--- config.mk ---
export PLATFORM = sky130hd
export DESIGN_NAME = repairable_mem
export DESIGN_NICKNAME = d
export VERILOG_FILES = /design/src/rtl/repairable_mem_pkg.sv /design/src/rtl/repair_cam.sv /design/src/rtl/repairable_mem.sv
export SDC_FILE = /design/constraint.sdc
export NUM_CORES = 2
export LEC_CHECK = 0
export BUFFER_PORTS_ARGS = -buffer_cell sky130_fd_sc_hd__buf_2
export CAP_MARGIN = 10
export CORE_MARGIN = 2
export CORE_UTILIZATION = 40
export DETAILED_ROUTE_END_ITERATION = 6
export GPL_TIMING_DRIVEN = 0
export SLEW_MARGIN = 20
export SYNTH_ARGS = -nofsm -noshare
export SYNTH_HDL_FRONTEND = slang
export SYNTH_SLANG_ARGS = --single-unit
--- constraint.sdc ---
create_clock -name clk -period 3.16 [get_ports clk]
set_input_delay 0.158 -clock clk [delete_from_list [all_inputs] [get_ports clk]]
set_output_delay 0.158 -clock clk [all_outputs]
set_load 0.02 [all_outputs]
--- src/rtl/repairable_mem_pkg.sv ---
// Shared types for repairable_mem: repair FSM state encoding, repair result codes
// and a helper sizing the spare-entry index.
package repairable_mem_pkg;

    typedef enum logic [1:0] {
        StIdle,
        StLookup,
        StAck,
        StWait
    } rep_state_e;

    localparam logic [1:0] REP_OK    = 2'b00;
    localparam logic [1:0] REP_DUP   = 2'b01;
    localparam logic [1:0] REP_FULL  = 2'b10;
    localparam logic [1:0] REP_RANGE = 2'b11;

    function automatic int unsigned idx_width(input int unsigned n);
        return (n > 1) ? $clog2(n) : 1;
    endfunction

endpackage

--- src/rtl/repair_cam.sv ---
// Remap table: SPARE_COUNT valid/address entries, access hit lookup, repair-address
// duplicate query and lowest-free-entry allocation.
module repair_cam
    import repairable_mem_pkg::*;
#(
    parameter int unsigned ADDR_WIDTH  = 8,
    parameter int unsigned SPARE_COUNT = 4
) (
    input  logic                                   clk,
    input  logic                                   rst_n,
    input  logic [ADDR_WIDTH-1:0]                  acc_addr,
    output logic                                   acc_hit,
    output logic [idx_width(SPARE_COUNT)-1:0]      acc_idx,
    input  logic [ADDR_WIDTH-1:0]                  qry_addr,
    output logic                                   qry_hit,
    input  logic                                   alloc_en,
    output logic [$clog2(SPARE_COUNT+1)-1:0]       count
);

    localparam int unsigned IdxWidth = idx_width(SPARE_COUNT);
    localparam int unsigned CntWidth = $clog2(SPARE_COUNT + 1);

    logic [SPARE_COUNT-1:0] valid_q;
    logic [ADDR_WIDTH-1:0]  addr_q [SPARE_COUNT];
    logic [CntWidth-1:0]    count_q;
    logic [IdxWidth-1:0]    free_idx;

    always_comb begin
        acc_hit  = 1'b0;
        acc_idx  = '0;
        qry_hit  = 1'b0;
        free_idx = '0;
        for (int i = 0; i < int'(SPARE_COUNT); i++) begin
            if (valid_q[i] && addr_q[i] == acc_addr) begin
                acc_hit = 1'b1;
                acc_idx = IdxWidth'(i);
            end
            if (valid_q[i] && addr_q[i] == qry_addr) begin
                qry_hit = 1'b1;
            end
        end
        // Descending scan so the lowest free entry wins.
        for (int i = int'(SPARE_COUNT) - 1; i >= 0; i--) begin
            if (!valid_q[i]) begin
                free_idx = IdxWidth'(i);
            end
        end
    end

    always_ff @(posedge clk or negedge rst_n) begin
        if (!rst_n) begin
            valid_q <= '0;
            count_q <= '0;
        end else if (alloc_en && count_q != CntWidth'(SPARE_COUNT)) begin
            valid_q[free_idx] <= 1'b1;
            count_q           <= count_q + 1'b1;
        end
    end

    // Addresses are qualified by valid_q, so they need no reset.
    always_ff @(posedge clk) begin
        if (alloc_en && count_q != CntWidth'(SPARE_COUNT)) begin
            addr_q[free_idx] <= qry_addr;
        end
    end

    assign count = count_q;

endmodule

--- src/rtl/repairable_mem.sv ---
// Word memory with byte-enable writes, spare-word remapping and a repair handshake.
// Optional stuck-at-1 read fault injection when MEM_FAULT_INJECT_EN is defined.
module repairable_mem
    import repairable_mem_pkg::*;
#(
    parameter int unsigned ADDR_WIDTH  = 8,
    parameter int unsigned DATA_WIDTH  = 8,
    parameter int unsigned MEM_SIZE    = 256,
    parameter int unsigned SPARE_COUNT = 4,
    parameter int unsigned RD_LATENCY  = 1
) (
    input  logic                               clk,
    input  logic                               rst_n,
`ifdef MEM_FAULT_INJECT_EN
    input  logic                               fi_en,
    input  logic [ADDR_WIDTH-1:0]              fi_addr,
    input  logic [$clog2(DATA_WIDTH)-1:0]      fi_bit,
`endif
    input  logic                               mem_en,
    input  logic                               mem_we,
    input  logic [DATA_WIDTH/8-1:0]            mem_be,
    input  logic [ADDR_WIDTH-1:0]              mem_addr,
    input  logic [DATA_WIDTH-1:0]              mem_wdata,
    output logic [DATA_WIDTH-1:0]              mem_rdata,
    output logic                               mem_rvalid,
    input  logic                               rep_req,
    input  logic [ADDR_WIDTH-1:0]              rep_addr,
    output logic                               rep_ack,
    output logic [1:0]                         rep_status,
    output logic [$clog2(SPARE_COUNT+1)-1:0]   rep_count,
    output logic                               rep_full
);

    localparam int unsigned NumBytes = DATA_WIDTH / 8;
    localparam int unsigned IdxWidth = idx_width(SPARE_COUNT);
    localparam int unsigned CntWidth = $clog2(SPARE_COUNT + 1);
    localparam logic [ADDR_WIDTH:0] MemSize = (ADDR_WIDTH + 1)'(MEM_SIZE);

    logic [DATA_WIDTH-1:0] main_mem  [MEM_SIZE];
    logic [DATA_WIDTH-1:0] spare_mem [SPARE_COUNT];

    logic                  acc_hit;
    logic [IdxWidth-1:0]   acc_idx;
    logic                  qry_hit;
    logic                  alloc_en;
    logic                  in_range;
    logic [DATA_WIDTH-1:0] rd_word;

    rep_state_e            state_q, state_d;
    logic [1:0]            status_q, status_d;
    logic [ADDR_WIDTH-1:0] rep_addr_q;

    repair_cam #(
        .ADDR_WIDTH  (ADDR_WIDTH),
        .SPARE_COUNT (SPARE_COUNT)
    ) u_cam (
        .clk      (clk),
        .rst_n    (rst_n),
        .acc_addr (mem_addr),
        .acc_hit  (acc_hit),
        .acc_idx  (acc_idx),
        .qry_addr (rep_addr_q),
        .qry_hit  (qry_hit),
        .alloc_en (alloc_en),
        .count    (rep_count)
    );

    assign in_range = {1'b0, mem_addr} < MemSize;
    assign rep_full = rep_count == CntWidth'(SPARE_COUNT);

    always_ff @(posedge clk) begin
        if (mem_en && mem_we) begin
            for (int b = 0; b < int'(NumBytes); b++) begin
                if (mem_be[b]) begin
                    if (acc_hit) begin
                        spare_mem[acc_idx][b*8 +: 8] <= mem_wdata[b*8 +: 8];
                    end else if (in_range) begin
                        main_mem[mem_addr][b*8 +: 8] <= mem_wdata[b*8 +: 8];
                    end
                end
            end
        end
    end

    always_comb begin
        rd_word = '0;
        if (acc_hit) begin
            rd_word = spare_mem[acc_idx];
        end else if (in_range) begin
            rd_word = main_mem[mem_addr];
`ifdef MEM_FAULT_INJECT_EN
            if (fi_en && fi_addr == mem_addr) begin
                rd_word[fi_bit] = 1'b1;
            end
`endif
        end
    end

    // First read stage; at RD_LATENCY=1 it drives the outputs directly.
    logic                  p1_valid_q;
    logic [DATA_WIDTH-1:0] p1_data_q;

    always_ff @(posedge clk or negedge rst_n) begin
        if (!rst_n) begin
            p1_valid_q <= 1'b0;
            p1_data_q  <= '0;
        end else begin
            p1_valid_q <= mem_en && !mem_we;
            if (mem_en && !mem_we) begin
                p1_data_q <= rd_word;
            end
        end
    end

    if (RD_LATENCY == 2) begin : g_lat2
        logic                  p2_valid_q;
        logic [DATA_WIDTH-1:0] p2_data_q;

        always_ff @(posedge clk or negedge rst_n) begin
            if (!rst_n) begin
                p2_valid_q <= 1'b0;
                p2_data_q  <= '0;
            end else begin
                p2_valid_q <= p1_valid_q;
                if (p1_valid_q) begin
                    p2_data_q <= p1_data_q;
                end
            end
        end

        assign mem_rvalid = p2_valid_q;
        assign mem_rdata  = p2_data_q;
    end else begin : g_lat1
        assign mem_rvalid = p1_valid_q;
        assign mem_rdata  = p1_data_q;
    end

    always_comb begin
        state_d  = state_q;
        status_d = status_q;
        alloc_en = 1'b0;
        unique case (state_q)
            StIdle: begin
                if (rep_req) state_d = StLookup;
            end
            StLookup: begin
                state_d = StAck;
                if ({1'b0, rep_addr_q} >= MemSize) status_d = REP_RANGE;
                else if (qry_hit)                  status_d = REP_DUP;
                else if (rep_full)                 status_d = REP_FULL;
                else                               status_d = REP_OK;
            end
            // Entry is written on leaving ACK so accesses during ACK see the old map.
            StAck: begin
                state_d  = StWait;
                alloc_en = status_q == REP_OK;
            end
            StWait: begin
                if (!rep_req) state_d = StIdle;
            end
            default: state_d = StIdle;
        endcase
    end

    always_ff @(posedge clk or negedge rst_n) begin
        if (!rst_n) begin
            state_q    <= StIdle;
            status_q   <= REP_OK;
            rep_addr_q <= '0;
        end else begin
            state_q  <= state_d;
            status_q <= status_d;
            if (state_q == StIdle && rep_req) begin
                rep_addr_q <= rep_addr;
            end
        end
    end

    assign rep_ack    = state_q == StAck;
    assign rep_status = status_q;

endmodule
# Yosys cells after proc, flatten, opt, wreduce, memory -nomap -nowiden

Memory sizes are Yosys's and may differ from the RTL's.
Cells that the tools add are included.

Bits in registers: 28
Memory bits (writable): 2112
Output and inout bits: 16
Logic and storage cells: 80
Memories: 3

Memory list:

| memory       | words | bits a word | read ports | clocked after memory_dff | write ports | line                 | source |
|---|---|---|---|---|---|---|---|
| main_mem     | 256   | 8           | 1          | 0                        | 1           | repairable_mem.sv:39 | `logic [DATA_WIDTH-1:0] main_mem [MEM_SIZE];` |
| spare_mem    | 4     | 8           | 1          | 0                        | 1           | repairable_mem.sv:40 | `logic [DATA_WIDTH-1:0] spare_mem [SPARE_COUNT];` |
| u_cam.addr_q | 4     | 8           | 4          | 0                        | 1           | repair_cam.sv:24     | `logic [ADDR_WIDTH-1:0] addr_q [SPARE_COUNT];` |

$add $sub $neg: 1
Magnitude comparators: 2
Equal/unequal tests: 15
Mux-type cells: 34
Bitwise gates (word level): 1
Reductions and logical operators: 17

Operators by type and width:

| kind                  | number |
|---|---|
| $eq A8 B8 Y1          | 8 |
| $mux W1               | 21 |
| $mux W2               | 10 |
| $logic_and A1 B1 Y1   | 13 |
| $mux W8               | 1 |
| $pmux W2 S4           | 1 |
| $eq A2 B2 Y1 const B  | 2 |
| $logic_not A2 Y1      | 2 |
| $ne A2 B2 Y1 const B  | 2 |
| $or A4 B4 Y4          | 1 |
| $add A3 B1 Y3 const B | 1 |
| $eq A3 B3 Y1 const B  | 1 |
| $lt A2 B3 Y1 const B  | 1 |
| $ne A3 B3 Y1 const B  | 1 |
| $demux W1 S2          | 1 |
| $eq A2 B1 Y1 const B  | 1 |
| $ge A2 B1 Y1 const B  | 1 |
| $reduce_and A2 Y1     | 1 |
| $logic_not A1 Y1      | 1 |

# Depth between registers and ports, before layout

An unclocked memory read counts as a cell.

Depth in word-level cells: 11
Depth in mapped cells: 13
Gate-level depth less buffers: 8

# Modules after synthesis

Synthesis repeated with hierarchy kept, for this count alone.

Cells, all modules: 3972
Area total of the unflattened synthesis: 83552.6 sq um

Modules (own cells, without submodules):

| module         | instances | cells each | area each (sq um) |
|---|---|---|---|
| repairable_mem | 1         | 3816       | 81529.4 |
| repair_cam     | 1         | 156        | 2023.2 |

# Worst setup path before layout

No wires, ideal clock.

Kind: reg-to-reg
From: reg u_cam.count_q[0], in the netlist u_cam.count[0]
To: mem u_cam.addr_q[3][0] (enable)
Arrival: 2640 ps
Slack: 133 ps
Cell stages (with the launch flop): 8
Path buffers: 0
Period minus slack after synthesis: 3027 ps
Cells stage by stage: dfrtp_1 inv_1 ha_1 nand2_1 inv_1 nor4b_1 nand3_1 nor3b_1

Longest elaborated chain between the ends: 4

RTL lines:

| what                          | line             | source |
|---|---|---|
| from (decl)                   | repair_cam.sv:25 | `logic [CntWidth-1:0] count_q;` |
| from (signal assigned)        | repair_cam.sv:56 | `count_q <= count_q + 1'b1;` |
| $ne A3 B3 Y1                  | repair_cam.sv:62 | `if (alloc_en && count_q != CntWidth'(SPARE_COUNT)) begin` |
| $logic_and A1 B1 Y1           | repair_cam.sv:62 |  |
| $mux W1                       | repair_cam.sv:62 |  |
| $mux W1 (not written as such) | repair_cam.sv:63 | `addr_q[free_idx] <= qry_addr;` |
| to (decl)                     | repair_cam.sv:24 |  |

No other way between the ends.

# Worst setup path in the final report

From: in mem_addr[0]
To: reg p1_data_q[3], in the netlist mem_rdata[3]

Longest elaborated chain between the ends: 7
Elaborated cells on any way between the ends: 18
Those cells by class: 4 x eq/ne; 8 x mux; 4 x reduce/logical; 2 x memory

RTL lines:

| what                                             | line                  | source |
|---|---|---|
| from (decl)                                      | repairable_mem.sv:22  | `input logic [ADDR_WIDTH-1:0] mem_addr,` |
| $eq A8 B8 Y1                                     | repair_cam.sv:34      | `if (valid_q[i] && addr_q[i] == acc_addr) begin` |
| $logic_and A1 B1 Y1                              | repair_cam.sv:34      |  |
| $mux W1                                          | repair_cam.sv:34      |  |
| $mux W2 or $mux W1 (tied branches) (2 in series) | repair_cam.sv:34      |  |
| $mem_v2 Z4 W8 or $mux W1 (tied branches)         | --                    |  |
| $mux W8 *                                        | repairable_mem.sv:87  | `if (acc_hit) begin` |
| to (signal assigned)                             | repairable_mem.sv:110 | `p1_data_q <= rd_word;` |
| to (decl)                                        | repairable_mem.sv:101 | `logic [DATA_WIDTH-1:0] p1_data_q;` |

Mark *: on every way between the ends. The rest lies on a longest branch, timed or not.
A chain may end at the register's enable or synchronous reset.

==> metrics.cfg <==
[outcome]
status=finished, violations left
violations=setup timing

[placed_design]
place_congestion=0.993
numPortBuffers=40
place_ws_ps=-1960
hpwl_um=196000

[min_path]
min-delay-start=mem_en
hold_path_depth=4
hold_path_class=in -> reg
min_to=mem_rdata[4]

[finish]
drive_gt1_share_pct=29.1
nets=4746
final_common_cell=edfxtp_1
layout_common_cells=2112 x edfxtp_1, 360 x mux4_2, 324 x mux2i_1, 215 x clkbuf_16, 209 x nor2_4
area_growth_pct=19.1
utilization_pct=47.9

[setup_path]
timing.rr.end=main_mem[67][5]
crit_path_end_kind=flip-flop
crit_path_frequent_cell=buf_12
arrival_ps=4160
criticalPathCategory=in -> reg
path_cells=buf_6, buf_12, buf_12, nand4b_1, buf_4, o22ai_1, nor4_2, nand3_1, o21ai_0, and4_1, a221oi_1
max_stage_delay_ps=700
regToRegSetupSlack_ps=-80
crit_slowest_cell=o21ai_0
critPathLaunchType=primary input
path_max_fanout=11
critical_path_required_ps=3860
rr_startpoint=u_cam.addr_q[2][5]
ff2ff_path_depth=9

[clocking]
clk_latency_ps=890
path_clk_slew_ps=70
max-clock-path-buffers=3
tritoncts=built
cts_made_buffers=208
cts_max_level=4
cts_root_buffer=clkbuf_16
cts.sinks=2140

[power_and_ir_drop]
vdd_drop_max_uv=609
total_power_mw=60.9
total_leakage_power_nw=31.9
p_per_area_nw_per_um2=607

[sta]
tightest_slew_ps=1270
min_period_ps=3460
skew_ps=54.9
worst_slack_ps=-296
drv_slew=0
rsz0062_at_grt=true
slew-limit-headroom_pct=15.1
period_share_pct=109
setup_viol=411
finalSetupTns_ps=-27710
max_freq_ghz=0.289
final-hold-violation-count=0

[floorplanning]
die-area_sq_um=214000
io_pins=46
std_cell_rows=168
die_h_um=463
core_sq_um=209000
fp.dieW_um=463
initial_utilization_pct=40.2

[route]
first_iter_violations=8316
viasPerCell=6.27
drc_errors=0
postRouteAntennaNets=0
drt_first_pass_iters=6
vias=48200
routed_wl_um=300000
wl_per_cell_um=39.0

[logic_synthesis]
async_flop_share_pct=1.31
synthDistinctLibCells=74
synth_nets=4305
yosys-top-cells-area=edfxtp_1 75%, mux4_2 9.6%, mux2i_1 3.9%
ys_warn_count=0
synth-main-ff-cell=edfxtp_1
ys_seq_area_share_pct=76.2
synthDominantCellAreaShare_pct=75.4
synth_area_sq_um=84200
avgSynthCellArea_sq_um=19.7
synth_top_cell_by_area=edfxtp_1
synth_seq_cells=2140
synth_edf_count=2112
synth_cells=4268

[global_route]
overflow=0
grt_usage_pct=27.4
grt_max_degree=132
grt_pass1_wl_um=397000
grt_pass1_vias=45600
antenna_found_initial=16

[run]
maxCapViolCount=0

==> cell families after synthesis <==
family / Yosys count / synth area share (%)
AOI/OAI and AO/OA: 378 / 3.15
adders and majority gates: 7 / 0.104
buffers and inverters: 267 / 2.01
and+or+nand+nor: 689 / 3.62
DFF: 2140 / 76.2
muxes: 721 / 14.2
xor gates and xnor gates: 66 / 0.687
==> metal layers <==
layer	routed length, um	up-vias	global-route usage, %
li1	-	18400	-
met1	109000	25500	36.4
met2	133000	3644	40.7
met3	39500	694	8.39
met4	18100	6	14.0
met5	236	-	0.602
==> layout make-up <==
class / count / area [sq um]
timing repair buffer: 233 / 3520
antenna: 5 / 12.5
clock buffer: 259 / 5440
buffer: 252 / 2000
multi-input combinational: 1861 / 20500
sequential: 2140 / 64100
clock inverter: 121 / 1120
tap: 2805 / 3510
inverter: 13 / 48.8
fill: 17100 / 109000
==> metrics by stage <==
step	std cells	hold WS (ps)	cell area [sq um]
global placement	7113	262	87900
finish	7689	47.1	100000
floorplan	4268	-138	84200
CTS	7642	23.8	99100
global route	7687	96.4	100000
detailed placement	7144	278	88800
==> power by group <==
part           switching (mW)  internal, mW
Clock                    11.1          13.4
Sequential              0.226          31.4
Combinational            3.28          1.49
Total                    14.6          46.3
==> synthesized netlist by cell type (all sizes together), types with 28 or more instances <==
cell and instances:
edfxtp 2112, a221oi 38, nor4 31, nor2 310
nand3 46, mux4 374, mux2i 325, o21ai 42
clkbuf 74, o22ai 119, xnor2 28, buf 180
xor2 38, nand2 194, nor3 28, a21oi 29
dfrtp 28
==> flip-flops by register name, summed over array words and instances, names as in the netlist <==
signal         count
spare_mem         32
main_mem        2048
state_q            2
u_cam.addr_q      32
mem_rdata          8
rep_status         2
mem_rvalid         1
u_cam.count        3
rep_addr_q         8
u_cam.valid_q      4
==> what timing repair did <==
item | 4_1_cts | 5_1_grt
endpoints found under the setup margin | 2056 | 1619
hold buffers | 30 | 0
pin swaps | 60 | 38
buffers inserted | 90 | 38
hold endpoints to repair | 721 | 0
gates resized for setup | 582 | 94
gates cloned | 0 | 4
==> how the worst max path moves through the flow <==
stage	from	cells after the start	endpoint	slack, ps
detailed placement	mem_addr[2]	11	mem_rdata[7]	-1960
floorplan	u_cam.count[0]	7	u_cam.addr_q[3][0]	130
CTS	u_cam.addr_q[2][5]	9	main_mem[4][6]	-250
finish	mem_addr[0]	11	mem_rdata[3]	-300
global route	u_cam.addr_q[2][2]	10	main_mem[17][4]	-120
global placement	mem_addr[1]	10	main_mem[205][2]	-2770
==> critical path: cells and delay by family <==
kind | cells | cell delay [ps]
simple gates | 4 | 1700
buf+inv | 4 | 1210
compound gates | 3 | 980
Note: power is estimated with default switching activity, not from simulation.
